==> src/rtl/cpu_bus_pkg.sv <==
// Shared CPU bus definitions: access size codes, master ids and the request payload.
package cpu_bus_pkg;

  localparam int unsigned ADDR_W = 32;
  localparam int unsigned DATA_W = 32;

  localparam logic [1:0] SIZE_BYTE = 2'd0;
  localparam logic [1:0] SIZE_HALF = 2'd1;
  localparam logic [1:0] SIZE_WORD = 2'd2;

  localparam logic ID_INST = 1'b0;
  localparam logic ID_DATA = 1'b1;

  typedef struct packed {
    logic              wr;
    logic [1:0]        size;
    logic [ADDR_W-1:0] addr;
    logic [DATA_W-1:0] wdata;
  } bus_req_t;

endpackage

==> src/rtl/arb_order_fifo.sv <==
// Order FIFO of master ids for accepted-but-not-completed slave transactions.
module arb_order_fifo #(
  parameter  int unsigned DEPTH = 4,
  localparam int unsigned AW    = $clog2(DEPTH),
  localparam int unsigned CW    = AW + 1
) (
  input  logic          clk,
  input  logic          rst,
  input  logic          push,
  input  logic          push_id,
  input  logic          pop,
  output logic          head_id,
  output logic          empty,
  output logic          full,
  output logic [CW-1:0] count
);

  logic [DEPTH-1:0] mem_q, mem_d;
  logic [CW-1:0]    wr_ptr_q, wr_ptr_d;
  logic [CW-1:0]    rd_ptr_q, rd_ptr_d;
  logic             push_ok_c;
  logic             pop_ok_c;

  // Pointers carry an extra wrap bit so full and empty are distinguishable.
  assign count   = wr_ptr_q - rd_ptr_q;
  assign empty   = (wr_ptr_q == rd_ptr_q);
  assign full    = (count == CW'(DEPTH));
  assign head_id = mem_q[rd_ptr_q[AW-1:0]];

  assign push_ok_c = push & ~full;
  assign pop_ok_c  = pop & ~empty;

  always_comb begin
    mem_d    = mem_q;
    wr_ptr_d = wr_ptr_q;
    rd_ptr_d = rd_ptr_q;
    if (push_ok_c) begin
      mem_d[wr_ptr_q[AW-1:0]] = push_id;
      wr_ptr_d                = wr_ptr_q + CW'(1);
    end
    if (pop_ok_c) begin
      rd_ptr_d = rd_ptr_q + CW'(1);
    end
  end

  always_ff @(posedge clk) begin
    if (rst) begin
      mem_q    <= '0;
      wr_ptr_q <= '0;
      rd_ptr_q <= '0;
    end else begin
      mem_q    <= mem_d;
      wr_ptr_q <= wr_ptr_d;
      rd_ptr_q <= rd_ptr_d;
    end
  end

endmodule

==> src/rtl/sram_like_arbiter.sv <==
// Two-master (inst fetch / data) arbiter onto one SRAM-like slave port, with
// request locking, round-robin or fixed priority, and in-order data_ok routing.
module sram_like_arbiter
  import cpu_bus_pkg::*;
#(
  parameter  int unsigned MAX_OUT = 4,
  parameter  bit          RR      = 1'b1,
  localparam int unsigned CNT_W   = $clog2(MAX_OUT) + 1
) (
  input  logic              clk,
  input  logic              rst,

  input  logic              m0_req,
  input  logic              m0_wr,
  input  logic [1:0]        m0_size,
  input  logic [ADDR_W-1:0] m0_addr,
  input  logic [DATA_W-1:0] m0_wdata,
  output logic              m0_addr_ok,
  output logic              m0_data_ok,
  output logic [DATA_W-1:0] m0_rdata,

  input  logic              m1_req,
  input  logic              m1_wr,
  input  logic [1:0]        m1_size,
  input  logic [ADDR_W-1:0] m1_addr,
  input  logic [DATA_W-1:0] m1_wdata,
  output logic              m1_addr_ok,
  output logic              m1_data_ok,
  output logic [DATA_W-1:0] m1_rdata,

  output logic              s_req,
  output logic              s_wr,
  output logic [1:0]        s_size,
  output logic [ADDR_W-1:0] s_addr,
  output logic [DATA_W-1:0] s_wdata,
  input  logic              s_addr_ok,
  input  logic              s_data_ok,
  input  logic [DATA_W-1:0] s_rdata,

  output logic [CNT_W-1:0]  outstanding
);

  localparam logic [0:0] ST_OPEN   = 1'b0;
  localparam logic [0:0] ST_LOCKED = 1'b1;

  logic [0:0] state_q, state_d;
  logic       lock_id_q, lock_id_d;
  logic       rr_last_q, rr_last_d;

  logic       grant_c;
  logic       grant_req_c;
  logic       accept_c;
  logic       pop_c;
  logic       fifo_head;
  logic       fifo_empty;
  logic       fifo_full;
  bus_req_t   m0_bus, m1_bus, sel_bus;

  assign m0_bus = '{wr: m0_wr, size: m0_size, addr: m0_addr, wdata: m0_wdata};
  assign m1_bus = '{wr: m1_wr, size: m1_size, addr: m1_addr, wdata: m1_wdata};

  // Grant: a locked request keeps the port; otherwise sole requester, then RR or data-first.
  always_comb begin
    grant_c = ID_INST;
    if (state_q == ST_LOCKED) begin
      grant_c = lock_id_q;
    end else if (m0_req && !m1_req) begin
      grant_c = ID_INST;
    end else if (m1_req && !m0_req) begin
      grant_c = ID_DATA;
    end else if (m0_req && m1_req) begin
      grant_c = RR ? ~rr_last_q : ID_DATA;
    end
  end

  assign grant_req_c = (grant_c == ID_DATA) ? m1_req : m0_req;
  assign sel_bus     = (grant_c == ID_DATA) ? m1_bus : m0_bus;

  assign s_req    = grant_req_c & ~fifo_full & ~rst;
  assign s_wr     = sel_bus.wr;
  assign s_size   = sel_bus.size;
  assign s_addr   = sel_bus.addr;
  assign s_wdata  = sel_bus.wdata;
  assign accept_c = s_req & s_addr_ok;

  assign m0_addr_ok = accept_c & (grant_c == ID_INST);
  assign m1_addr_ok = accept_c & (grant_c == ID_DATA);

  // Lock FSM: a presented-but-unaccepted request pins the slave fields until accepted.
  always_comb begin
    state_d   = state_q;
    lock_id_d = lock_id_q;
    rr_last_d = rr_last_q;
    case (state_q)
      ST_OPEN: begin
        if (s_req && !s_addr_ok) begin
          state_d   = ST_LOCKED;
          lock_id_d = grant_c;
        end
      end
      ST_LOCKED: begin
        if (accept_c) begin
          state_d = ST_OPEN;
        end
      end
      default: state_d = ST_OPEN;
    endcase
    if (accept_c) begin
      rr_last_d = grant_c;
    end
  end

  // rr_last resets to the data master so the instruction master is favoured first.
  always_ff @(posedge clk) begin
    if (rst) begin
      state_q   <= ST_OPEN;
      lock_id_q <= ID_INST;
      rr_last_q <= ID_DATA;
    end else begin
      state_q   <= state_d;
      lock_id_q <= lock_id_d;
      rr_last_q <= rr_last_d;
    end
  end

  // A data_ok with nothing in flight is a slave violation and is dropped.
  assign pop_c = s_data_ok & ~fifo_empty & ~rst;

  arb_order_fifo #(
    .DEPTH (MAX_OUT)
  ) u_order_fifo (
    .clk     (clk),
    .rst     (rst),
    .push    (accept_c),
    .push_id (grant_c),
    .pop     (pop_c),
    .head_id (fifo_head),
    .empty   (fifo_empty),
    .full    (fifo_full),
    .count   (outstanding)
  );

  assign m0_data_ok = pop_c & (fifo_head == ID_INST);
  assign m1_data_ok = pop_c & (fifo_head == ID_DATA);
  assign m0_rdata   = s_rdata;
  assign m1_rdata   = s_rdata;

endmodule

==> config.mk <==
export PLATFORM = sky130hd
export DESIGN_NAME = sram_like_arbiter
export DESIGN_NICKNAME = d
export VERILOG_FILES = /design/src/rtl/cpu_bus_pkg.sv /design/src/rtl/arb_order_fifo.sv /design/src/rtl/sram_like_arbiter.sv
export SDC_FILE = /design/constraint.sdc
export NUM_CORES = 1
export LEC_CHECK = 0
export ABC_CLOCK_PERIOD_IN_PS = 2850
export CAP_MARGIN = 20
export CORE_AREA = 2 2 120 122
export DETAILED_ROUTE_END_ITERATION = 6
export DIE_AREA = 0 0 122 124
export MAX_ROUTING_LAYER = met4
export PLACE_DENSITY = 0.69
export SYNTH_ARGS = -nofsm -noshare
export SYNTH_HDL_FRONTEND = slang
export SYNTH_HIERARCHICAL = 1
export SYNTH_SLANG_ARGS = --single-unit
==> constraint.sdc <==
create_clock -name clk -period 2.85 [get_ports clk]
set_input_delay 0.57 -clock clk [delete_from_list [all_inputs] [get_ports clk]]
set_output_delay 0.57 -clock clk [all_outputs]
set_load 0.005 [all_outputs]
==> impl_metrics.yaml, run 1 <==
status:
  status: "finished, violations left"
  violations: "setup timing"
setup_path:
  required_ps: 2280
  start_kind: "input port"
  r2r-start: "u_order_fifo/wr_ptr_q[0]$_SDFFE_PP0P_"
  rr_worst_depth: 14
  r2r_end: "u_order_fifo/mem_q[3]$_SDFFE_PP0P_"
  rrSetupSlack_ps: 190
  arrival_ps: 2300
  criticalPathCategory: "input port to output pin"
  crit_fanout: 18
  cp-end-kind: "output pin"
timing:
  final-hold-violation-count: 0
  fmax_mhz: 348.6
  slew_headroom_pct: 69.67
  fin_crit_ps: 2869
  post-route-period-util_pct: 100.7
  worst_pin_slew_ps: 442.4
  fin_skew_ps: 1.985
  rsz0062_at_grt: "yes"
  worst_slack_ps: -18.85
  setup_viol: 3
  drv_slew: 0
logic_synthesis:
  syn_area_mm2: 0.002161
  synth_top_area_cell: "mux2_2"
  synthCells: 225
  seq_area_frac_synth_pct: 12.04
  synth_warnings: 6
  synth_edf_count: 0
  synth.distinct_cells: 35
  synth_seq_cells: 13
  yosysTopAreaCellShare_pct: 29.70
  synth.avg_cell_area_um2: 9.604
  ys.flop_type: "dfxtp_1"
  synth.top_cells.by_area: "mux2_2, buf_4, dfxtp_1"
  async_flop_share_pct: 0
  synth_nets: 405
placed_design:
  dp_hpwl_um: 8556
  gp_congestion: 0.8006
  portBuffers: 214
worst_hold_path:
  hp-class: "flop to flop"
  hold_start: "u_order_fifo/mem_q[1]$_SDFFE_PP0P_"
  hold_end: "u_order_fifo/mem_q[1]$_SDFFE_PP0P_"
  hold_path_depth: 2
die:
  dieArea_mm2: 0.01513
  die_h_um: 124
  ioPinCount: 311
  start_util_pct: 15.75
  rows: 43
  core-area_mm2: 0.01372
  die_w_um: 122
clock_network:
  clockRootBuffer: "clkbuf_16"
  cts_tree: "done"
  cts_buffers: 3
  clk_path_buf_depth: 2
  clk_latency_ps: 240
  clock_sinks: 13
  ctsHtreeMaxLevel: 1
  clk_pin_slew_ps: 40
global_routing:
  grt_max_degree: 19
  grt_overflow: 0
  grt_pass1_wl_um: 13500
  grt_pass1_vias: 2503
  met3_usage_pct: 4.258
  use_met1_pct: 11.46
  grt.busiest_layer: "met2"
  track_usage_pct: 12.55
  grt_util_met2_pct: 23.39
  antenna_found_initial: 0
finish:
  drive_gt1_share_pct: 30.67
  syn2layout_area_growth_pct: 104.1
  fillers: 1415
  nets: 582
  num_antenna_cells: 0
  finish.utilization_pct: 32.15
route:
  firstDrtPassIters: 4
  wire_per_inst_um: 17.46
  drcViolationCount: 0
  drt_wl_total_um: 10150
  num_vias: 2288
  drt_iter0_drc: 36
  ant_nets: 0
  viasPerCell: 3.938
run:
  maxCapViolations: 0
pwr:
  p_leak_uw: 0.001755
  ir_worst_vdd_mv: 0.1605
  p_per_area_mw_per_mm2: 268.5
  p_total_uw: 1184
==> what timing repair did <==
| item | CTS | global route |
|---|---|---|
| cloned | 2 | 0 |
| setup buffers | 2 | 1 |
| setup endpoints to repair | 70 | 30 |
| resized for setup | 57 | 3 |
| hold buffers | 0 | 0 |
| pin swaps | 7 | 0 |
==> synth_stat cells, types with 2 or more instances <==
cell / instances
mux2i_1: 8
nor2b_1: 2
xor2_1: 3
dfxtp_1: 13
buf_4: 64
mux2_4: 10
mux2_2: 57
ha_1: 7
buf_2: 5
xnor2_1: 2
a2111oi_2: 2
nand2_1: 6
inv_1: 6
nor2_1: 12
and2_1: 4
nand2b_1: 4
buf_6: 2
==> sequential cells by signal, indices dropped and copies added (netlist names), named ones only <==
register               count
u_order_fifo/mem_q         4
u_order_fifo/rd_ptr_q      3
u_order_fifo/wr_ptr_q      3
lock_id_q                  1
rr_last_q                  1
==> critical path, stage by stage <==
cell and delay [ps]:
clkdlybuf4s15_2 220, nor2b_4 170, a22oi_2 90, inv_4 180, buf_12 190, mux2_2 380, clkdlybuf4s50_1 480
==> per-stage QoR <==
stage	setup TNS, ps	cells	hold slack, ps	cell area, um2	worst slack, ps
floorplan	0	225	449.6	2161	152.8
global route	-814.8	581	512.9	4410	-94.80
CTS	-9.339	580	475.3	4390	-9.339
finish	-32.85	581	474.4	4410	-18.85
global placement	-21500	572	464.5	4209	-398.9
detailed placement	-23850	572	466.8	4209	-424.7
==> routing by layer <==
| metal | up-vias | share of wire [%] |
|---|---|---|
| li1 | 1057 | - |
| met1 | 1033 | 32 |
| met2 | 155 | 54 |
| met3 | 43 | 10 |
| met4 | 0 | 4.0 |
| met5 | - | 0 |
==> how the worst max path moves through the flow <==
stage                                           from         end  slack [ps]  depth (start not counted)
3_5_place_dp                                  m1_req  s_addr[12]        -420                          7
5_1_grt        u_order_fifo/wr_ptr_q[0]$_SDFFE_PP0P_  m0_addr_ok         -90                         10
2_1_floorplan  u_order_fifo/wr_ptr_q[0]$_SDFFE_PP0P_  m1_addr_ok         150                          8
4_1_cts        u_order_fifo/wr_ptr_q[0]$_SDFFE_PP0P_  m0_addr_ok          -9                         10
6_report                                      m1_req  s_addr[15]         -20                          7
3_3_place_gp                                  m1_req  s_addr[12]        -400                          7
==> cell type report <==
cell class              count  area (um2)  share of cell area, %
well taps                 180       225.2                  5.106
inverters                   7       28.78                 0.6525
repair buffers            244        2416                  54.78
flip-flops and latches     13       261.5                  5.929
clock buffers               4       78.83                  1.787
multi-input cells         133        1400                  31.74
==> cells in the final DEF (no fill, tap or decap), drive strengths merged, types with 6 or more instances in the layout <==
master / netlist / layout
nand2: 6 / 6
mux2i: 8 / 8
inv: 7 / 7
dfxtp: 13 / 13
mux2: 67 / 67
nor2: 12 / 12
buf: 71 / 33
ha: 7 / 7
dlygate4sd2: 0 / 24
clkdlybuf4s50: 0 / 185
==> power by group <==
part	leakage, uW	internal [uW]	switching, uW
Combinational	0.00161	496	229
Sequential	0.000106	189	8.44
Clock	0.0000382	188	72.9
Total	0.00176	874	311
==> logic make-up (layout without fill, tap and decap cells) <==
group,Yosys count,after routing,share of synthesized area [%]
AO/OA/AOI/OAI,11,11,5.327
XOR/XNOR,6,6,3.127
adder cells (fa/ha/maj),8,8,4.980
buffers and inverters,79,255,25.82
flip-flops,13,13,12.04
multiplexers,76,76,41.40
AND/OR/NAND/NOR,32,32,7.295
Power figures use the tool's default switching activity.
==> run 2, diff against run 1 <==
--- a/config.mk
+++ b/config.mk
@@ -5,13 +5,12 @@
 export SDC_FILE = /design/constraint.sdc
 export NUM_CORES = 1
 export LEC_CHECK = 0
-export ABC_CLOCK_PERIOD_IN_PS = 2850
+export ABC_CLOCK_PERIOD_IN_PS = 2550
 export CAP_MARGIN = 20
-export CORE_AREA = 2 2 120 122
+export CORE_AREA = 2 2 122 124
 export DETAILED_ROUTE_END_ITERATION = 6
-export DIE_AREA = 0 0 122 124
+export DIE_AREA = 0 0 124 126
 export MAX_ROUTING_LAYER = met4
-export PLACE_DENSITY = 0.69
 export SYNTH_ARGS = -nofsm -noshare
 export SYNTH_HDL_FRONTEND = slang
 export SYNTH_HIERARCHICAL = 1
==> constraint.sdc (replaced) <==
create_clock -name clk -period 2.55 [get_ports clk]
set_input_delay 0.51 -clock clk [delete_from_list [all_inputs] [get_ports clk]]
set_output_delay 0.51 -clock clk [all_outputs]
set_load 0.005 [all_outputs]
==> impl_metrics.yaml, run 2 (synthesis gave the netlist of run 1 again) <==
timing:
  final.setup.tns_ps: -656.7
  worst_pin_slew_ps: 458.6
  rsz0062_at_grt: "yes"
  final-hold-violation-count: 0
  drv_slew: 0
  fin_crit_ps: 2743
  slew_headroom_pct: 68.55
  setup_viol: 9
  post-route-period-util_pct: 107.6
  worst_slack_ps: -193.2
  fin_skew_ps: 4.404
  fmax_mhz: 364.5
die:
  core-area_mm2: 0.01431
  dieArea_mm2: 0.01562
  die_w_um: 124
  rows: 44
  ioPinCount: 311
  die_h_um: 126
  start_util_pct: 15.10
setup_path:
  slowest_stage: "fa_1"
  cp_common_cell: "inv_2"
  criticalPathCategory: "flop to output pin"
  arrival_ps: 2230
  crit_cells: 9
  max_stage_delay_ps: 490
  rr_worst_depth: 12
  start_kind: "flop"
  required_ps: 2040
  cp-end-kind: "output pin"
  critical_path_buf_inv_count: 3
  path_cells: "inv_2, ha_4, inv_2, fa_1, and2b_2, and2_4, a2111oi_4, and3_1, buf_2"
  crit_fanout: 3
  crit_family: "adder cells"
route:
  wire_per_inst_um: 18.40
  viasPerCell: 3.861
  drt_wl_total_um: 10970
  firstDrtPassIters: 3
  drcViolationCount: 0
  num_vias: 2301
  ant_nets: 0
  drt_iter0_drc: 28
placed_design:
  dpl_cell_area_mm2: 0.004212
  dp_hpwl_um: 8902
  dp.cells: 572
  gp_congestion: 0.8046
  portBuffers: 214
pwr:
  p_per_area_mw_per_mm2: 301.9
  p_sw_uw: 372.7
  switching_share_pct: 27.28
  seqPwrFrac_pct: 15.9
  ir_worst_vdd_mv: 0.2879
  internal_power_uw: 993.4
  p_leak_uw: 0.001932
  comb_power_share_pct: 62.1
  power_frac_clock_pct: 21.9
  p_total_uw: 1366
finish:
  mostFrequentLayoutCells: "clkdlybuf4s50_1, mux2_2, buf_4, clkdlybuf4s15_1, clkbuf_2"
  num_antenna_cells: 0
  finalNonFillerCells: 596
  drive_gt1_share_pct: 41.02
  finish.utilization_pct: 31.62
  largest_reg_flops: 4
  final_common_cell: "clkdlybuf4s50_1"
  reg.largest.list: "u_order_fifo/mem_q x4, u_order_fifo/rd_ptr_q x3, u_order_fifo/wr_ptr_q x3"
  design_area_mm2: 0.004526
  syn2layout_area_growth_pct: 109.4
  regMostFlops: "u_order_fifo/mem_q"
  nets: 593
clock_network:
  cts_hold_buffers: 0
  ctsHtreeMaxLevel: 1
  clk_path_buf_depth: 2
  clk_pin_slew_ps: 50
  clock_sinks: 13
  clk_latency_ps: 240
  cts_buffers: 3
  cts_tree: "done"
  clockRootBuffer: "clkbuf_16"
run:
  maxCapViolations: 0
status:
  violations: "setup timing"
  status: "finished, violations left"
global_routing:
  antenna_found_initial: 0
  grt_pass1_wl_um: 15140
  grt_pass1_vias: 2578
  grt_max_degree: 12
  track_usage_pct: 13.69
  grt_overflow: 0
worst_hold_path:
  hp-class: "flop to flop"
  hold_path_depth: 2
[run 2: cell types whose count changed in the layout (fill, tap and decap cells not counted), sizes merged, moves of 6 or more]
cell,before,now
buf,33,50
clkdlybuf4s50,185,139
dlygate4sd2,24,18
clkdlybuf4s15,2,25
clkbuf,4,25
[run 2: tightest hold or removal path: stages (launching register included)]
cell and delay, ps:
dfxtp_1 310, nand2b_1 60, mux2i_1 60
[run 2: cell type report]
type / instances / area, um2
multi-input combinational: 133 / 1448
sequential: 13 / 264.0
inverter: 7 / 40.04
clock buffer: 4 / 78.83
tap: 184 / 230.2
fill: 1487 / 9788
timing repair buffer: 255 / 2465
[run 2: per-stage QoR]
stage	setup slack, ps	hold slack (ps)
finish	-193.2	482.9
global route	-280.3	506.9
CTS	-313.2	485.3
detailed placement	-577.7	475.7
global placement	-575.2	469.7
floorplan	23.11	449.6
[run 2: layer usage]
layer | vias to the layer above | wire (um) | GRT usage [%]
met2 | 170 | 5727 | 25.15
met3 | 21 | 1175 | 3.986
met5 | - | 0 | -
met4 | 0 | 151 | 2.181
li1 | 1082 | - | -
met1 | 1028 | 3911 | 14.61
[run 2: path summary, 6_finish.rpt]
check,endpoint,startpoint,slack [ps]
max,m1_addr_ok,u_order_fifo/wr_ptr_q[0]$_SDFFE_PP0P_,-190
min,u_order_fifo/mem_q[1]$_SDFFE_PP0P_,u_order_fifo/mem_q[1]$_SDFFE_PP0P_,480
max reg2reg,u_order_fifo/wr_ptr_q[1]$_SDFFE_PP0P_,u_order_fifo/wr_ptr_q[0]$_SDFFE_PP0P_,-90
min reg2reg,u_order_fifo/mem_q[1]$_SDFFE_PP0P_,u_order_fifo/mem_q[1]$_SDFFE_PP0P_,480
[run 2: timing repair]
action,CTS,global route
gates cloned,5,0
setup endpoints to repair,80,41
pin swaps,11,11
resized for setup,155,51
buffers inserted,11,4
hold endpoints to repair,0,0
[run 2: power groups by stage]
stage               sequential [uW]  combinational [uW]  clock, uW
global route                    219                 908        315
global placement                220                 805          0
detailed placement              220                 803          0
CTS                             218                 860        304
finish                          218                 849        299
floorplan                       222                 346          0
==> run 3, diff against run 2 <==
--- a/config.mk
+++ b/config.mk
@@ -6,7 +6,6 @@
 export NUM_CORES = 1
 export LEC_CHECK = 0
 export ABC_CLOCK_PERIOD_IN_PS = 2550
-export CAP_MARGIN = 20
 export CORE_AREA = 2 2 122 124
 export DETAILED_ROUTE_END_ITERATION = 6
 export DIE_AREA = 0 0 124 126
==> constraint.sdc (replaced) <==
create_clock -name clk -period 2.55 [get_ports clk]
set_input_delay 0.51 -clock clk [delete_from_list [all_inputs] [get_ports clk]]
set_output_delay 0.51 -clock clk [all_outputs]
set_load 0.05 [all_outputs]
==> impl_metrics.yaml, run 3 (synthesis gave the netlist of run 1 again) <==
clock_network:
  cts_hold_buffers: 0
  clockRootBuffer: "clkbuf_16"
  clk_latency_ps: 240
  cts_buffers: 3
  clk_pin_slew_ps: 40
  clk_path_buf_depth: 2
  ctsHtreeMaxLevel: 1
  clock_sinks: 13
  cts_tree: "done"
timing:
  drv_slew: 0
  setup_viol: 3
  worst_pin_slew_ps: 495.7
  holdWs_ps: 486.0
  fin_skew_ps: 1.939
  post-route-period-util_pct: 111.1
  fin_crit_ps: 2832
  fmax_mhz: 353.1
  final-hold-violation-count: 0
  final.setup.tns_ps: -717.3
  rsz0062_at_grt: "yes"
  slew_headroom_pct: 66.00
  worst_slack_ps: -281.8
route:
  drt_iter0_drc: 32
  viasPerCell: 3.924
  wire_per_inst_um: 17.98
  ant_nets: 0
  drt_wl_total_um: 10380
  num_vias: 2264
  firstDrtPassIters: 4
  drcViolationCount: 0
pwr:
  switching_share_pct: 39.00
  internal_power_uw: 1254
  comb_power_share_pct: 75.0
  power_frac_clock_pct: 14.2
  p_leak_uw: 0.002091
  p_total_uw: 2057
  ir_worst_vdd_mv: 0.2270
  p_sw_uw: 802.1
  p_per_area_mw_per_mm2: 400.8
  seqPwrFrac_pct: 10.7
global_routing:
  grt_overflow: 0
  grt_pass1_vias: 2642
  grt.busiest_layer: "met2"
  grt_max_degree: 21
  antenna_found_initial: 0
  track_usage_pct: 12.92
  grt_pass1_wl_um: 14570
  met3_usage_pct: 2.899
  grt_util_met2_pct: 23.92
  use_met1_pct: 13.90
finish:
  drive_gt1_share_pct: 47.84
  mostFrequentLayoutCells: "clkdlybuf4s50_1, buf_12, mux2_2, buf_4, nor2_1"
  final_common_cell: "clkdlybuf4s50_1"
  nets: 574
  finish.utilization_pct: 35.85
  design_area_mm2: 0.005131
  syn2layout_area_growth_pct: 137.5
  largest_reg_flops: 4
  regMostFlops: "u_order_fifo/mem_q"
  num_antenna_cells: 0
  multi_input_area_mm2: 0.001409
  fillers: 1405
  reg.largest.list: "u_order_fifo/mem_q x4, u_order_fifo/rd_ptr_q x3, u_order_fifo/wr_ptr_q x3"
  seq_area_um2: 264.0
status:
  status: "finished, violations left"
  violations: "setup timing"
die:
  start_util_pct: 15.10
  core-area_mm2: 0.01431
  die_w_um: 124
  ioPinCount: 311
  rows: 44
  die_h_um: 126
  dieArea_mm2: 0.01562
setup_path:
  cp-end-kind: "output pin"
  required_ps: 2040
  arrival_ps: 2320
  start_kind: "flop"
  criticalPathCategory: "flop to output pin"
  crit_fanout: 3
run:
  maxCapViolations: 0
placed_design:
  portBuffers: 214
  dp_hpwl_um: 9047
  dpl_cell_area_mm2: 0.004942
  gp_congestion: 0.7856
worst_hold_path:
  hp-class: "flop to flop"
==> run 3: area by class of cell <==
cell class | instances | area share, %
clock buffer | 4 | 1.536
timing repair buffer | 236 | 60.81
multi-input combinational | 133 | 27.46
sequential | 13 | 5.145
tap | 184 | 4.487
inverter | 7 | 0.5608
==> run 3: metrics by stage <==
step	std cells	worst slack [ps]
after floorplan	225	-781.8
after global placement	569	-151.0
after detailed placement	569	-167.7
after CTS	577	-305.3
after global routing	577	-369.2
final	577	-281.8
==> run 3: final timing paths <==
| path | startpoint | to | slack [ps] | cells after the start |
|---|---|---|---|---|
| min reg2reg | u_order_fifo/mem_q[1]$_SDFFE_PP0P_ | u_order_fifo/mem_q[1]$_SDFFE_PP0P_ | 490 | 2 |
| max reg2reg | u_order_fifo/wr_ptr_q[0]$_SDFFE_PP0P_ | u_order_fifo/wr_ptr_q[1]$_SDFFE_PP0P_ | 10 | 11 |
| min | u_order_fifo/mem_q[1]$_SDFFE_PP0P_ | u_order_fifo/mem_q[1]$_SDFFE_PP0P_ | 490 | 2 |
| max | u_order_fifo/wr_ptr_q[0]$_SDFFE_PP0P_ | m1_addr_ok | -280 | 9 |
==> run 3: repair_timing <==
item,CTS,global route
cloned,2,0
setup buffers,2,0
resized for setup,7,2
endpoints found under the hold margin,0,0
setup endpoints to repair,73,26
pin swaps,3,0
==> run 3: power by group through the flow <==
stage	sequential (uW)	clock, uW	combinational, uW
5_1_grt	222	309	1600
3_5_place_dp	223	0	1520
6_report	221	292	1540
4_1_cts	220	300	1560
2_1_floorplan	223	0	950
3_3_place_gp	222	0	1510
==> run 3: critical path: stages (launching register included) <==
cell and delay, ps:
dfxtp_2 320, inv_2 70, ha_4 120, inv_2 30, fa_2 530, and2b_2 220
and2_4 180, a2111oi_4 230, and3_4 250, buf_12 130
==> run 3: per-layer routing <==
| metal | wire length, um | vias up |
|---|---|---|
| met5 | 0 | - |
| met4 | 190 | 0 |
| met3 | 1000 | 21 |
| met2 | 5381 | 186 |
| met1 | 3803 | 1017 |
| li1 | - | 1040 |
==> edit: new RTL, settings of run 1 <==
`mem_q` no longer has a reset.
--- a/src/rtl/arb_order_fifo.sv
+++ b/src/rtl/arb_order_fifo.sv
@@ -47,3 +47,2 @@
     if (rst) begin
-      mem_q    <= '0;
       wr_ptr_q <= '0;
@@ -51,3 +50,2 @@
     end else begin
-      mem_q    <= mem_d;
       wr_ptr_q <= wr_ptr_d;
@@ -57,2 +55,6 @@
 
+  always_ff @(posedge clk) begin
+    mem_q <= mem_d;
+  end
+
 endmodule
Check against the original RTL: same outputs for any inputs over 10 cycles, from zero or initial values and one cycle with rst high; that may be too few to reach the edited logic, so the function may still have changed.
==> edit against run 1 <==
Via count is 1.2% lower; sequential cell count stayed put; hold slack better by 0.057 ns; cell area is 2.4% higher; setup slack better by 0.026 ns; synthesized area is 1.1% lower; wire length is 4.8% lower; clock power is 2% higher; power is 3.3% higher; critical path type is now reg -> out.
==> edit: results <==
export IMPL_per_cell_via_count_in_the_routed_design=3.86
export IMPL_critPathTopFamily="adder cells"
export IMPL_min_from="rr_last_q$_SDFFE_PP1P_"
export IMPL_worst_setup_hold_path_clk_slew_ns=0.04
export IMPL_worst_r2r_setup_slack_ns=0.14
export IMPL_synth_top_cells_by_count="sky130_fd_sc_hd__buf_4, sky130_fd_sc_hd__mux2_2, sky130_fd_sc_hd__nor2_1"
export IMPL_place_congestion=0.824
export IMPL_final_net_count=586
export IMPL_worst_r2r_endpoint="u_order_fifo/mem_q[2]$_DFFE_PP_"
export IMPL_total_power_w=0.00122
export IMPL_critical_path_max_stage_delay_ns=0.50
export IMPL_synth_xor_xnor_area_share_pct=3.16
export IMPL_grt_util_all_layers_pct=12.0
export IMPL_cts_setup_buffers=14
export IMPL_synth_adder_area_share_pct=5.04
export IMPL_grt_met1_usage_pct=13.2
export IMPL_synthesized_nets=395
export IMPL_fmax_mhz=352
export IMPL_top_regs="u_order_fifo/mem_q x4, u_order_fifo/rd_ptr_q x3, u_order_fifo/wr_ptr_q x3"
export IMPL_met3_routed_wl_um=790
export IMPL_timing_slew_headroom_pct=65.9
export IMPL_ctsLongestPathBuffers=2
export IMPL_post_cts_resize_count=89
export IMPL_timing_hold_worst_endpoint="rr_last_q$_SDFFE_PP1P_"
export IMPL_cp_endpoint="m1_addr_ok"
export IMPL_first_iteration_detailed_routing_drc_count=59
export IMPL_finalClockSkew_ns=0.00135
export IMPL_slowest_stage="sky130_fd_sc_hd__fa_1"
export IMPL_crit_path_max_fanout=3
export IMPL_worst_hold_path_num_cells=2
export IMPL_final_wirelength_mm=9.66
export IMPL_gr_usage_met2_pct=21.8
export IMPL_yosys_top_cells_area="sky130_fd_sc_hd__mux2_2, sky130_fd_sc_hd__buf_4, sky130_fd_sc_hd__dfxtp_1, sky130_fd_sc_hd__mux2_4, sky130_fd_sc_hd__edfxtp_1"
export IMPL_synth_seq_area_share_pct=14.1
export IMPL_yosys_mux_area_fraction_pct=40.0
export IMPL_drive_above_1_share_pct=38.8
export IMPL_m1WireLength_mm=3.62
export IMPL_r2r_cells=11
export IMPL_async_reset_ff_share_pct=0
export IMPL_worst_setup_path_type="reg -> out"
export IMPL_dr_wl_met2_mm=5.05
export IMPL_first_global_vias=2448
export IMPL_hold_path_class="reg -> reg"
export IMPL_worstPathArrival_ns=2.27
export IMPL_sequential_logic_power_w=0.000209
export IMPL_internal_power_w=0.000906
export IMPL_antenna_found_initial=0
export IMPL_grt_pass1_wl_mm=13.4
export IMPL_maximum_number_of_pins_on_one_net_before_global_route_repair=9
export IMPL_top_power_group="combinational logic"
export IMPL_dp_hpwl_mm=7.41
export IMPL_synth_compound_gate_area_share_pct=5.39
export IMPL_topRoutingLayerUsed="met4"
export IMPL_status="complete, no violations"
export IMPL_groute_layer_met3_usage_pct=2.11
export IMPL_synth_enable_flop_cells=4
export IMPL_synth_warnings=6
export IMPL_power_leakage_nw=1.98
export IMPL_preCtsSetupSlack_ns=-0.355
export IMPL_peakVddDrop_uv=156
edit: cell count changes in the layout (fill, tap and decap cells not counted), sizes merged, moves of 4 or more:
| cell | delta |
|---|---|
| dlymetal6s2s | +14 |
| buf | +10 |
| clkbuf | +23 |
| edfxtp | +4 |
| clkdlybuf4s50 | -42 |
| dfxtp | -4 |
| mux2i | -4 |
| nand2b | -4 |
edit: per-stage QoR:
step	hold slack, ns	instances	instance area (um2)
CTS	0.532	583	4540
finish	0.531	585	4510
global placement	0.493	559	4160
detailed placement	0.522	559	4160
floorplan	0.478	215	2140
global route	0.567	585	4510
edit: layout make-up:
class / instances / area (um2)
Fill cell: 1408 / 9210
Multi-Input combinational cell: 124 / 1330
Tap cell: 180 / 225
Timing Repair Buffer: 257 / 2540
Sequential cell: 13 / 303
Inverter: 7 / 28.8
Clock buffer: 4 / 78.8
